<file path="src/rtl/exp_gpio_cond.sv">
// exp_gpio_cond: expansion pad conditioning
// sync, debounce, edge detect, sticky flags
module exp_gpio_cond #(
  parameter int            DW      = 8,
  parameter int            CW      = 16,
  parameter logic [CW-1:0] DEB_RST = 16'd1000
) (
  input  logic          clk_i,
  input  logic          rst_i,
  input  logic [DW-1:0] gpio_i,
  output logic [DW-1:0] gpio_o,
  output logic [DW-1:0] rise_o,
  output logic [DW-1:0] fall_o,
  output logic          irq_o,
  input  logic [31:0]   sys_addr,
  input  logic [31:0]   sys_wdata,
  input  logic          sys_wen,
  input  logic          sys_ren,
  output logic [31:0]   sys_rdata,
  output logic          sys_err,
  output logic          sys_ack
);

  logic [DW-1:0]   s1;
  logic [DW-1:0]   s2;
  logic [CW-1:0]   cnt [DW];
  logic [CW-1:0]   thr;
  logic [DW-1:0]   rise_en;
  logic [DW-1:0]   fall_en;
  logic [2*DW-1:0] irq_en;
  logic [2*DW-1:0] status;
  logic [DW-1:0]   flip;
  logic [2*DW-1:0] sts_set;
  logic [2*DW-1:0] sts_clr;
  logic [31:0]     rd_mux;
  logic [19:0]     addr;
  logic            unused_ok;

  assign addr      = sys_addr[19:0];
  assign sys_err   = 1'b0;
  assign unused_ok = ^{sys_addr[31:20], sys_wdata};

  // per-bit: disagreement has lasted long enough
  always_comb begin
    flip = '0;
    for (int i = 0; i < DW; i++)
      flip[i] = (s2[i] != gpio_o[i]) && (cnt[i] >= thr);
  end

  // two-flop synchroniser
  always_ff @(posedge clk_i) begin
    if (rst_i) begin
      s1 <= '0;
      s2 <= '0;
    end else begin
      s1 <= gpio_i;
      s2 <= s1;
    end
  end

  // debounce counters, level and edge pulses
  always_ff @(posedge clk_i) begin
    if (rst_i) begin
      gpio_o <= '0;
      rise_o <= '0;
      fall_o <= '0;
      for (int i = 0; i < DW; i++)
        cnt[i] <= '0;
    end else begin
      rise_o <= flip & s2;
      fall_o <= flip & ~s2;
      for (int i = 0; i < DW; i++) begin
        if (flip[i])
          gpio_o[i] <= s2[i];
        if (s2[i] == gpio_o[i] || flip[i])
          cnt[i] <= '0;
        else
          cnt[i] <= cnt[i] + 1'b1;
      end
    end
  end

  assign sts_set = {fall_o & fall_en, rise_o & rise_en};
  assign sts_clr = (sys_wen && addr == 20'h0C) ?
                   sys_wdata[2*DW-1:0] : '0;

  // control registers, sticky status, interrupt
  always_ff @(posedge clk_i) begin
    if (rst_i) begin
      thr     <= DEB_RST;
      rise_en <= '0;
      fall_en <= '0;
      irq_en  <= '0;
      status  <= '0;
      irq_o   <= 1'b0;
    end else begin
      if (sys_wen) begin
        unique case (addr)
          20'h00:  thr     <= sys_wdata[CW-1:0];
          20'h04:  rise_en <= sys_wdata[DW-1:0];
          20'h08:  fall_en <= sys_wdata[DW-1:0];
          20'h10:  irq_en  <= sys_wdata[2*DW-1:0];
          default: ;
        endcase
      end
      status <= (status & ~sts_clr) | sts_set;
      irq_o  <= |(status & irq_en);
    end
  end

  // read decode
  always_comb begin
    rd_mux = '0;
    unique case (addr)
      20'h00:  rd_mux[CW-1:0]   = thr;
      20'h04:  rd_mux[DW-1:0]   = rise_en;
      20'h08:  rd_mux[DW-1:0]   = fall_en;
      20'h0C:  rd_mux[2*DW-1:0] = status;
      20'h10:  rd_mux[2*DW-1:0] = irq_en;
      20'h14:  rd_mux[DW-1:0]   = s2;
      20'h18:  rd_mux[DW-1:0]   = gpio_o;
      default: rd_mux = '0;
    endcase
  end

  // bus response, one cycle after request
  always_ff @(posedge clk_i) begin
    if (rst_i) begin
      sys_ack   <= 1'b0;
      sys_rdata <= '0;
    end else begin
      sys_ack   <= sys_wen | sys_ren;
      sys_rdata <= sys_ren ? rd_mux : '0;
    end
  end

endmodule

</file>
<file path="config.mk">
export PLATFORM = sky130hd
export DESIGN_NAME = exp_gpio_cond
export DESIGN_NICKNAME = d
export VERILOG_FILES = /design/src/rtl/exp_gpio_cond.sv
export SDC_FILE = /design/constraint.sdc
export NUM_CORES = 1
export LEC_CHECK = 0
export CORE_ASPECT_RATIO = 0.75
export CORE_MARGIN = 2
export CORE_UTILIZATION = 53
export CTS_CLUSTER_SIZE = 10
export DETAILED_ROUTE_END_ITERATION = 8
export GPL_TIMING_DRIVEN = 1
export PLACE_DENSITY = 0.78
export SLEW_MARGIN = 0
export SYNTH_ARGS = -nofsm -noshare
export SYNTH_HDL_FRONTEND = slang
export SYNTH_SLANG_ARGS = --single-unit
</file>
<file path="constraint.sdc">
create_clock -name clk_i -period 2.43 [get_ports clk_i]
set_input_delay 0.486 -clock clk_i [delete_from_list [all_inputs] [get_ports clk_i]]
set_output_delay 0.486 -clock clk_i [all_outputs]
set_load 0.005 [all_outputs]
</file>
==> results of run 1 <==
## power breakdown
part	switching (W)	leakage [nW]	total [W]	internal (W)
clock network	0.00173	0.387	0.00393	0.00221
registers	0.000131	2.31	0.00467	0.00454
logic	0.000361	4.09	0.000670	0.000309
total	0.00222	6.79	0.00928	0.00706
## metal layers
metal / GRT usage, % / vias to the layer above
li1: - / 5885
met1: 40.9 / 5936
met2: 46.0 / 602
met3: 5.82 / 90
met4: 8.33 / 0
met5: 0 / -
## layout make-up
type                            instances  share of cell area [%]
Multi-Input combinational cell       1262                    46.4
Sequential cell                       250                    35.4
Timing Repair Buffer                  204                    10.3
Clock buffer                           47                    4.47
Tap cell                              351                    2.47
Inverter                               39                   0.824
Clock inverter                          3                   0.120
## through the flow
step	util [%]	instances	area (um^2)	TNS [ps]
finish	66.3	2156	17800	0
global route	66.3	2156	17800	-6.97
CTS	65.7	2156	17600	0
detailed placement	62.6	2106	16800	-22860
global placement	62.6	2106	16800	-20340
floorplan	-	1618	14900	0
## what timing repair did
action	in CTS	in global routing
resized for setup	8	29
pin swaps	0	5
endpoints found under the setup margin	8	135
## registers in the layout, indices dropped and copies added, names as in the netlist, 16 cells and up
name	flops
thr	16
status	16
irq_en	16
sys_rdata	16
cnt	128
## placed cells by master, fill, tap and decap left out, types with 9 or more instances in the layout
cell type,netlist,layout
a311oi_1,16,16
nor3_1,32,32
a21oi_1,104,104
xor2_1,62,62
a222oi_1,9,9
and2_1,15,14
nand4_1,41,41
conb_1,2,145
inv_1,39,32
nand2b_1,28,28
clkdlybuf4s50_1,0,88
nor2_1,180,180
and4_1,17,17
nand2_1,105,105
and3_1,39,39
mux2i_1,22,22
o21ai_0,28,28
buf_4,19,105
clkbuf_16,0,29
xnor2_1,51,51
ha_1,136,134
edfxtp_1,128,128
dfxtp_1,122,118
nand3_1,98,97
nor2b_1,19,19
clkbuf_1,34,18
## path summary, 6_finish.rpt
check                    to  slack, ps  cells past startpoint
setup / recovery  fall_o[6]         30                      8
hold / removal    gpio_o[0]        410                      2
setup reg to reg  fall_o[6]         30                      8
hold reg to reg       s2[4]        420                      1
## kinds of logic (layout without fill, tap and decap cells)
logic type	after synthesis	count (layout)	synth area share (%)
compound gates	230	230	10.6
xor+xnor	113	113	6.89
fa+ha+maj	136	136	11.8
buf+inv	106	293	3.55
flops	250	250	43.8
mux	28	28	2.00
other cells	2	145	0.0523
simple gates	610	610	21.3
==> impl_results.md, run 1 <==
- Status: complete, no violations
- Final Skew: 22.7 ps
- Min Clock Period, post-route: 2400 ps
- Met1 wire length: 18000 um
- Vias post-DR: 12500
- Synthesized area per cell: 9.74 um^2
- Via-per-instance ratio: 5.80
- Leading area contributor after synthesis: edfxtp_1
- Critical path class: reg -> reg
- Worst vdd ir: 631 uV
- HP Class: in -> reg
- Endpoints failing hold: 0
- Multi-input logic area: 0.00823 mm^2
- Asr flop ratio synth: 0%
- First-pass GRT wire length: 65300 um
- Die Wd: 194 um
- Number of synthesized flops with an enable pin: 128
- Largest net degree at the start of global routing: 47
- CP Buf/Inv Count: 2
- Fillers: 2153
- Worst R2R Start: thr[13]
- Mapped Cells: 1475
- Height of the chip: 147 um
- Setup Viol. Count Final: 0
- Pwr/cell area: 522 mW/mm^2
- DR WL/cell: 19.5 um
- Vias in the first global route: 12100
- Initial antenna violation count: 0
- Met3 WL post-DR: 4230 um
- Buffers inserted by post-CTS timing repair: 0
- Period utilization: 98.7%
- Yosys reg bits: 250
- DRC viols: 0
- Met2 WL: 18700 um
- Top cells by count, synth: 180 x nor2_1, 136 x ha_1, 128 x edfxtp_1
- CTS clock-pin slew for the worst setup and hold paths: 60 ps
- Hold Crit Start: rst_i
- Drt first pass iters: 6
- Drt initial violations: 1268
- Critical path required time: 2940 ps
- Pins over their slew limit: 0
- Crit path max fanout: 4
- Die ar.: 0.0284 mm^2
- Fmax: 417 MHz
- Mapped Area: 0.0144 mm^2
- Hold Slack: 406 ps
- CTS tree: yes
- Clock Latency Late Sink: 570 ps
- H-tree Lvls: 1
- Hold-fix buffers, CTS: 0
- Final WS setup: 31.5 ps
- Crit start category: flop
- All-layer global routing usage: 29.2%
- CP top delay family: simple AND/OR/NAND/NOR gates
- Routed Antenna Nets: 0
- Worst slew pin tran: 718 ps
- Layout cells sized above 1: 11.0%
- Total routed wirelength: 42100 um
- Count leader, synth: nor2_1
- Nets: 1998
- Post-Place Worst Slack: -362 ps
- Crit path cell chain: inv_2 > ha_1 > nand4_1 > or4_1 > o32a_1 > and2_4 > nor4b_4 > buf_4
- Worst setup path start: thr[13]
- Synth warnings: 0
- Leak Pwr: 6.79 nW
- # IOs: 135
- Clk root buf: clkbuf_16
- Sequential Area: 0.00629 mm^2
- Gr ovfl total: 0
- Crit path DAT: 2910 ps
- Top_reg_cell synth: edfxtp_1
- Routability Congestion: 0.950
- Initial core utilization: 53.6%
- Post-synth top area share: 26.8%
- Clock buffer depth: 3
- Top cells by area, synth: edfxtp_1 27%, dfxtp_1 17%, ha_1 12%, nor2_1 4.7%, xor2_1 3.8%
- Netlist cell types: 66
- Total core area: 0.0268 mm^2
- Max stage delay on crit path: 540 ps
- Max Cap Viol: 0
- Row Count: 52
- Sequential share of the synthesized area: 43.8%
- CP Capture Type: flop
- Total power: 0.00928 W
- I/O Buffers: 89
- CTS sink cnt: 250
- Inserted Clock Buffers: 29
- Relative slew slack: 51.7%
- ANT cells: 0
- Top layer in use: met4
- Critical-path top delay cell: or4_1
- Final HPWL DP: 30900 um
- Area Growth Syn to Fin: 23.6%
(Power assumes the default switching activity.)
==> inputs of run 2 (changes only) <==
- CORE_UTILIZATION: 53 -> 54
- CTS_BUF_LIST: default -> sky130_fd_sc_hd__clkbuf_4
- PLACE_DENSITY: 0.78 -> 0.79
- SLEW_MARGIN: 0 -> default
==> run 2 against run 1 <==
Sequential cell count stayed put; the run now ends with setup timing left; critical path type unchanged; die area shrank 1.8%; sequential power barely moved; maximum frequency fell by 2.6%; largest power group unchanged.
==> impl_results.md, run 2 (same netlist as run 1, synthesis figures left out) <==
- Status: finished, violations left
- Sequential Area: 0.00630 mm^2
- # IOs: 135
- Most frequent cells in the layout: 179 x nor2_1, 145 x conb_1, 131 x ha_1
- Final WS setup: -32.1 ps
- Layout cells sized above 1: 16.1%
- Setup TNS: -182 ps
- Period utilization: 101%
- Die Wd: 192 um
- Routability Congestion: 0.990
- CTS clock-pin slew for the worst setup and hold paths: 80 ps
- Critical path class: reg -> reg
- Clock buffer depth: 3
- Die ar.: 0.0279 mm^2
- Final HPWL DP: 30900 um
- Crit start category: flop
- Crit path DAT: 2950 ps
- Post-Place Worst Slack: -342 ps
- Pwr/cell area: 503 mW/mm^2
- All-layer global routing usage: 29.8%
- Worst vdd ir: 359 uV
- CTS tree: yes
- H-tree Lvls: 2
- RSZ-0062 raised after global routing: yes
- Max Cap Viol: 0
- Height of the chip: 145 um
- DRC viols: 0
- Pins over their slew limit: 0
- Nets: 2049
- Vias post-DR: 12800
- Area Growth Syn to Fin: 25.6%
- Max FFs per register: 128
- Inserted Clock Buffers: 61
- Commonest non-fill, non-tap cell in the layout: nor2_1
- Crit path cell chain: inv_1 > buf_4 > ha_1 > nand3_1 > nor4_2 > o31ai_2 > nand4_1 > clkbuf_16 > nor2_1
- Multi-input logic area: 0.00826 mm^2
- I/O Buffers: 89
- CTS sink cnt: 250
- Largest net degree at the start of global routing: 43
- Routed Antenna Nets: 0
- Crit path max fanout: 8
- Fmax: 406 MHz
- First-pass GRT wire length: 64600 um
- Row Count: 51
- Worst slew pin tran: 659 ps
- Drt initial violations: 1399
- Critical path required time: 2920 ps
- Drt first pass iters: 6
- CP Capture Type: flop
- Max stage delay on crit path: 390 ps
- Clk root buf: clkbuf_4
- Via-per-instance ratio: 5.71
- Setup Viol. Count Final: 7
- Initial antenna violation count: 5
- Fillers: 2027
- Critical-path top delay cell: dfxtp_2
- Clock Latency Late Sink: 760 ps
- DR WL/cell: 18.9 um
- Initial core utilization: 55.2%
- Top reg by flops: cnt
- Failing checks: setup timing
- Min Clock Period, post-route: 2460 ps
- Vias in the first global route: 12400
- Endpoints failing hold: 0
- Relative slew slack: 56.0%
- HP Class: in -> reg
- Total core area: 0.0260 mm^2
- Total routed wirelength: 42200 um
- Final Skew: 45.0 ps
- Gr ovfl total: 0
- Leak Pwr: 7.00 nW
==> run 2: cell types whose count changed in the layout (fill, tap and decap cells not counted), sizes merged <==
cell,change
buf,+18
clkinv,+5
clkbuf,+61
clkinvlp,-1
diode,+4
==> run 2: cell type report <==
cell class,count,share of cell area [%]
Sequential cell,250,34.9
Inverter,39,0.839
Tap cell,344,2.39
Clock inverter,7,0.146
Timing Repair Buffer,223,11.4
Clock buffer,107,4.45
Antenna cell,4,0.0555
Multi-Input combinational cell,1262,45.8
==> run 2: final timing paths <==
check	from	endpoint	slack [ps]	depth (start not counted)
max	thr[6]	cnt[1][16]	-30	9
min	rst_i	rise_en[1]	220	2
max reg2reg	thr[6]	cnt[1][16]	-30	9
min reg2reg	s1[6]	s2[6]	440	1
==> run 2: metrics by stage <==
stage,power [W],hold WS (ps),utilization [%],cells,area (um^2)
global placement,0.00536,418,65.0,2110,16900
global route,0.00941,210,69.3,2236,18000
finish,0.00907,223,69.3,2236,18000
CTS,0.00907,172,68.3,2225,17800
detailed placement,0.00539,423,65.0,2110,16900
floorplan,0.00510,414,-,1618,14900
==> run 2: worst max-delay path, delay by kind of cell, from the launching register on <==
| kind | cells | cell delay (ps) |
|---|---|---|
| and+or+nand+nor | 4 | 790 |
| buffers and inverters | 3 | 520 |
| DFF | 1 | 390 |
| AOI/OAI and AO/OA | 1 | 140 |
| adders and majority gates | 1 | 350 |
==> run 2: report_power, final <==
part	total (W)	internal, W	switching (W)
combinational	0.000675	0.000318	0.000357
clock	0.00372	0.00195	0.00177
sequential	0.00467	0.00454	0.000135
total	0.00907	0.00681	0.00226
==> run 2: routing by layer <==
metal  up-vias  share of wire (%)  track usage (%)
li1       6031                  -                -
met3       126                 11             8.35
met4         2                3.5             12.4
met2       583                 44             45.0
met5         -              0.031                0
met1      6016                 42             39.9
==> run 2: timing repair <==
action                                  CTS  global route
endpoints found under the hold margin     0             0
pin swaps                                 3            20
hold buffers                              0             0
endpoints found under the setup margin   68           139
buffers inserted                          1             7
resized for setup                        12            44
cloned                                    0             2
==> inputs of run 3 (changes only) <==
- CTS_CLUSTER_SIZE: 10 -> default
- SETUP_SLACK_MARGIN: default -> 0.05
==> run 3 against run 2 <==
The run still ends with setup timing left; largest power group unchanged; cell area up 0.92%; critical endpoint is now fall_o[6]; routed wire length up 1.5%; hold slack better by 32 ps; cell count up 0.31%.
==> impl_results.md, run 3 (same netlist as run 1, synthesis figures left out) <==
- Clk root buf: clkbuf_4
- CP Capture Type: flop
- Most frequent cells in the layout: 178 x nor2_1, 145 x conb_1, 128 x edfxtp_1
- Final Skew: 72.2 ps
- Die Wd: 192 um
- Clock buffer depth: 3
- CTS sink cnt: 250
- Relative slew slack: 57.8%
- Initial antenna violation count: 2
- RSZ-0062 raised after global routing: yes
- Total routed wirelength: 42900 um
- Via-per-instance ratio: 5.74
- Period utilization: 100%
- CTS tree: yes
- Inserted Clock Buffers: 66
- Max Cap Viol: 0
- Fillers: 1981
- Pwr/cell area: 512 mW/mm^2
- I/O Buffers: 89
- Status: finished, violations left
- Routed Antenna Nets: 0
- Fmax: 411 MHz
- Max FFs per register: 128
- Critical path class: reg -> reg
- Worst vdd ir: 427 uV
- Pins over their slew limit: 0
- Top reg by flops: cnt
- Area Growth Syn to Fin: 26.8%
- HP Class: in -> reg
- Final WS setup: -4.51 ps
- Crit path DAT: 3110 ps
- Crit start category: flop
- Row Count: 51
- All-layer global routing usage: 30.0%
- Vias post-DR: 12900
- Critical path required time: 3100 ps
- Multi-input logic area: 0.00838 mm^2
- Min Clock Period, post-route: 2430 ps
- Crit path cell chain: inv_1 > ha_4 > nand2_1 > or4_1 > o32a_1 > and2_4 > nor4b_4 > buf_4
- Clock Latency Late Sink: 730 ps
- # placed instances: 2113
- Vias in the first global route: 12100
- Crit path max fanout: 4
- Initial core utilization: 55.2%
- First-pass GRT wire length: 64600 um
- Drt first pass iters: 6
- CTS clock-pin slew for the worst setup and hold paths: 70 ps
- Commonest non-fill, non-tap cell in the layout: nor2_1
- Total power: 0.00932 W
- Nets: 2059
- DRC viols: 0
- Routability Congestion: 0.939
- Gr ovfl total: 0
- Largest net degree at the start of global routing: 38
- Critical-path top delay cell: or4_1
- Fin cells: 2243
- Setup Viol. Count Final: 1
- Worst slew pin tran: 627 ps
- Sequential Area: 0.00630 mm^2
- Die ar.: 0.0279 mm^2
- Max stage delay on crit path: 510 ps
- Failing checks: setup timing
- Post-Place Worst Slack: -289 ps
- Drt initial violations: 1368
- Layout cells sized above 1: 16.9%
- H-tree Lvls: 3
- Hold-fix buffers, CTS: 0
- Height of the chip: 145 um
- Total core area: 0.0260 mm^2
- Leak Pwr: 7.06 nW
- DR WL/cell: 19.1 um
- Endpoints failing hold: 0
- # IOs: 135
- Final HPWL DP: 31000 um
run 3: cell types whose count changed in the layout (fill, tap and decap cells not counted), sizes merged:
cell / previous run / this run
clkbuf: 108 / 101
inv: 40 / 41
diode: 4 / 1
bufinv: 0 / 2
buf: 134 / 140
clkinv: 6 / 12
clkinvlp: 0 / 2
run 3: layout make-up:
| type | instances | share of cell area, % |
|---|---|---|
| Clock buffer | 101 | 4.16 |
| Tap cell | 344 | 2.36 |
| Sequential cell | 250 | 34.6 |
| Clock inverter | 18 | 0.742 |
| Antenna cell | 1 | 0.0137 |
| Timing Repair Buffer | 228 | 11.3 |
| Multi-Input combinational cell | 1262 | 46.0 |
| Inverter | 39 | 0.804 |
run 3: metal layers:
| layer | part of all wire, % | global-route usage [%] |
|---|---|---|
| met4 | 3.5 | 11.4 |
| met2 | 45 | 45.6 |
| met5 | 0 | 0 |
| met1 | 41 | 41.0 |
| met3 | 11 | 7.64 |
run 3: critical path: cells and delay by family (launching register included):
family                     cells  cell delay, ps
and+or+nand+nor                4            1090
AOI/OAI and AO/OA              1             390
adders and majority gates      1             280
buffers and inverters          2             270
DFF                            1             360
run 3: stage by stage:
step,instance area [um^2],util [%],hold WS [ps],TNS (ps)
floorplan,14900,-,414,0
global placement,16900,64.8,423,-14840
detailed placement,16900,64.8,420,-16670
CTS,17800,68.4,201,0
global route,18200,69.9,227,-229
finish,18200,69.9,255,-4.51
run 3: final timing paths:
path / slack [ps] / depth (start not counted) / from / to
min reg2reg: 440 / 1 / s1[4] / s2[4]
min: 260 / 2 / rst_i / s2[7]
max: -5 / 8 / thr[7] / fall_o[6]
max reg2reg: -5 / 8 / thr[7] / fall_o[6]
run 3: power by group:
group          internal, W  switching (W)
sequential         0.00454       0.000136
combinational     0.000326       0.000364
clock              0.00212        0.00184
run 3: timing repair:
item                       CTS  global route
setup endpoints to repair   34           133
buffers inserted             0             9
cloned                       0             1
pin swaps                    2            17
gates resized for setup     12            63
